--- src/rtl/baud_tick_ctrl.sv ---
// UART baud timebase: oversample / bit-centre / bit-end ticks with a
// run-time divisor that only changes on a bit boundary.
module baud_tick_ctrl #(
  parameter int unsigned DIV_W         = 11,
  parameter int unsigned DEFAULT_DIVSR = 650,
  parameter int unsigned OVS           = 8
) (
  input  logic             clk_i,
  input  logic             reset_i,
  input  logic             en_i,
  input  logic [DIV_W-1:0] cfg_divsr_i,
  input  logic             cfg_load_i,
  output logic             cfg_busy_o,
  output logic             cfg_ack_o,
  output logic             ovs_tick_o,
  output logic             mid_tick_o,
  output logic             bit_tick_o,
  output logic             running_o,
  output logic [DIV_W-1:0] div_o
);

  localparam int unsigned IW = $clog2(OVS);
  localparam logic [DIV_W-1:0] DEF = DIV_W'(DEFAULT_DIVSR);
  localparam logic [IW-1:0] MID_IDX = IW'(OVS/2 - 1);
  localparam logic [IW-1:0] END_IDX = IW'(OVS - 1);

  typedef enum logic {IDLE, RUN} state_t;

  state_t           state;
  logic [DIV_W-1:0] cnt;
  logic [IW-1:0]    idx;
  logic [DIV_W-1:0] div_q;
  logic [DIV_W-1:0] div_p;
  logic             pend;
  logic             ack_q;

  assign ovs_tick_o = (state == RUN) && (cnt == div_q);
  assign mid_tick_o = ovs_tick_o && (idx == MID_IDX);
  assign bit_tick_o = ovs_tick_o && (idx == END_IDX);
  assign running_o  = (state == RUN);
  assign cfg_busy_o = pend;
  assign cfg_ack_o  = ack_q;
  assign div_o      = div_q;

  always_ff @(posedge clk_i or posedge reset_i) begin
    if (reset_i) begin
      state <= IDLE;
      cnt   <= '0;
      idx   <= '0;
      div_q <= DEF;
      div_p <= '0;
      pend  <= 1'b0;
      ack_q <= 1'b0;
    end else begin
      ack_q <= 1'b0;
      case (state)
        IDLE: begin
          if (cfg_load_i) begin
            div_q <= cfg_divsr_i;
            ack_q <= 1'b1;
          end
          if (en_i) begin
            state <= RUN;
            cnt   <= '0;
            idx   <= '0;
          end
        end
        RUN: begin
          if (!en_i) begin
            state <= IDLE;
            cnt   <= '0;
            idx   <= '0;
            // a pending update must not be lost when the timebase stops
            if (cfg_load_i || pend) begin
              div_q <= cfg_load_i ? cfg_divsr_i : div_p;
              pend  <= 1'b0;
              ack_q <= 1'b1;
            end
          end else begin
            if (ovs_tick_o) begin
              cnt <= '0;
              idx <= (idx == END_IDX) ? '0 : idx + IW'(1);
            end else begin
              cnt <= cnt + DIV_W'(1);
            end
            if (bit_tick_o && (cfg_load_i || pend)) begin
              div_q <= cfg_load_i ? cfg_divsr_i : div_p;
              pend  <= 1'b0;
              ack_q <= 1'b1;
            end else if (cfg_load_i) begin
              div_p <= cfg_divsr_i;
              pend  <= 1'b1;
            end
          end
        end
        default: state <= IDLE;
      endcase
    end
  end

endmodule
--- config.mk ---
export PLATFORM = sky130hd
export DESIGN_NAME = baud_tick_ctrl
export DESIGN_NICKNAME = d
export VERILOG_FILES = /design/src/rtl/baud_tick_ctrl.sv
export SDC_FILE = /design/constraint.sdc
export NUM_CORES = 1
export LEC_CHECK = 0
export CAP_MARGIN = 20
export CORE_MARGIN = 2
export CORE_UTILIZATION = 50
export CTS_BUF_LIST = sky130_fd_sc_hd__clkbuf_16
export CTS_CLUSTER_SIZE = 20
export DETAILED_ROUTE_END_ITERATION = 10
export HOLD_SLACK_MARGIN = 0.06
export PLACE_DENSITY = 0.75
export SLEW_MARGIN = 0
export SYNTH_ARGS = -nofsm -noshare
export SYNTH_HDL_FRONTEND = slang
export SYNTH_SLANG_ARGS = --single-unit
--- constraint.sdc ---
create_clock -name clk_i -period 2.6 [get_ports clk_i]
set_clock_uncertainty 0.05 [all_clocks]
set_input_delay 0.78 -clock clk_i [delete_from_list [all_inputs] [get_ports clk_i]]
set_output_delay 0.78 -clock clk_i [all_outputs]
set_load 0.005 [all_outputs]
==> metrics <==
Die Ht 68.1 um; final hold violation count 0; internal reg-to-reg setup slack 0.12 ns; dpl cell area 2630 um^2; hold_ws 0.437 ns; P per Cell Area 640 nW/um^2; die area 4630 um^2; total power 1850 uW; cells after synthesis 172; WL/cell around 17 um; GP Congestion 0.844; setup ws final -0.119 ns; crit path launch type flop; CTS tree built; Die X-Extent 68.1 um; min-delay src div_p[10]; final WL 4760 um; row count 23; Synth area leaders dfrtp_1 (43%), mux2_4 (14%), mux2_2 (6.6%); WHS Endpoint div_p[10]; ys async rst share 1.00; vias in the first global route around 1,700; gr usage total 0.237; reg-to-reg endpoint div_p[10]; total gr overflow 0; final setup vio count 3; via count 1,564; detailed placement HPWL roughly 3100 um; fin util 0.729; post-synth cell types 32; Pleak between 0.001 and 0.0015 uW; first-pass GRT wire length 7980 um; most frequent cell after synthesis dfrtp_1; Syn-to-layout area delta 41.1%; Final Slew Violations 0; status finished with violations; most frequent cells after synthesis dfrtp_1 (35), mux2_4 (19), nand2_1 (16); TritonCTS Buffers 5; Reg clk slew, reported paths 0.06 ns; max-cap violations 0; CP Max Fanout 2; worst-margin pin slew approximately 0.76 ns; Worst-Skew Late Latency 0.28 ns; mean area per synthesized cell between 10 and 15 um^2; H-Tree Depth 2; Critical R2R Launch cnt[5]; Worst Hold Depth 1; period utilization 1.05; Max Fclk 368 MHz; worst hold path class reg -> reg; relative slew slack 0.491; CTS max path bufs 2; worst reg-to-reg path cell count 10; 1st-pass router iterations 4; drt initial violations about 160; remaining antenna violation count after routing 0; CTS sink count 39; Worst EP required between 1.5 and 2 ns; register area share after synthesis 0.478; DRC viols 0; largest net degree at the start of global routing 40; Root Buffer clkbuf_16; Crit. End Element output port; largest area contributor in the netlist dfrtp_1; layout cells sized above 1 0.367; Syn Nets 191; Core ar. roughly 4000 um^2; RSZ-0062 raised after global routing yes; CTS Hold Bufs 0; violated checks setup timing; Tmin final 2.72 ns; Synth Cell Area 2050 um^2; num ports 32; Main synth FF type dfrtp_1; Critical Path AT ~1.9 ns; VDD IR-drop max 0.522 mV; layout net count about 260; final instance area a little under 3000 um^2; Synth Register Bits 39; share of the synthesized area in the top cell type 0.427; antenna violations before repair 0; Initial Utilization 0.517; synth warn 0; IO buf count 31; Via density 5.45; ant diodes 0; Post-synth EDFFs 0; Total Neg Setup Slack -0.261 ns; type of the worst setup path reg -> out
==> flip-flops by register name, summed over array words and instances (netlist names) <==
signal / count
div_p: 11
cfg_busy_o: 1
running_o: 1
cfg_ack_o: 1
div_o: 11
cnt: 11
idx: 3
==> metal layers <==
layer / GRT usage / vias to the layer above / wire, um
li1: - / 740 / -
met1: 0.291 / 777 / 2030
met2: 0.397 / 37 / 2480
met3: 0.0543 / 10 / 161
met4: 0.103 / 0 / 85
met5: 0 / - / 0
==> report_power, final <==
part | leakage (uW) | internal (uW) | switching (uW)
logic | 0.000778 | 272 | 152
registers | 0.000485 | 691 | 54.3
clock network | 0.0000812 | 447 | 238
==> layout by cell type (no fill, tap or decap), drive strengths merged, types with 6 or more instances in the layout <==
master	n
buf	36
dfrtp	35
clkdlybuf4s50	28
nand2	16
xor2	11
nand3	10
mux2	34
nor3	6
==> how the worst max path moves through the flow <==
stage | from | to | slack, ns | cells after the start
floorplan | div_o[7] | mid_tick_o | 0.29 | 5
global placement | div_o[9] | mid_tick_o | -0.19 | 7
detailed placement | div_o[9] | mid_tick_o | -0.25 | 7
CTS | div_o[5] | mid_tick_o | -0.11 | 8
global route | div_o[7] | mid_tick_o | -0.21 | 8
finish | cnt[5] | mid_tick_o | -0.12 | 8
==> per-stage QoR <==
step,cells,setup slack (ns)
final,287,-0.119
after global routing,287,-0.211
after CTS,287,-0.111
after detailed placement,274,-0.254
after global placement,274,-0.191
after floorplan,172,0.293
==> kinds of logic (layout without fill, tap and decap cells) <==
kind of cell    count (synthesis)  after routing  synth area share
buf+inv                        12             77            0.0299
compound gates                 20             20            0.0707
flops                          39             39             0.478
mux                            37             37             0.236
xor+xnor                       11             11            0.0470
simple gates                   49             49             0.114
fa+ha+maj                       4              4            0.0244
==> final cells by class <==
cell class	count	area (um^2)
Clock buffer	5	125
Multi-Input combinational cell	121	1060
Clock inverter	3	38.8
Tap cell	50	62.6
Sequential cell	39	981
Fill cell	276	1080
Timing Repair Buffer	64	604
Inverter	5	18.8
==> worst max-delay path: stages (launching register included) <==
cell	delay, ns
dfrtp_1	0.39
xor2_1	0.18
nor4_2	0.33
buf_4	0.19
nand3_4	0.09
nor2_4	0.12
buf_6	0.10
and2_4	0.12
buf_6	0.08
==> timing repair <==
item	CTS	global route
pin swaps	6	4
setup endpoints to repair	3	3
gates cloned	0	0
setup buffers	5	1
resized for setup	26	2
(Power assumes the default switching activity.)
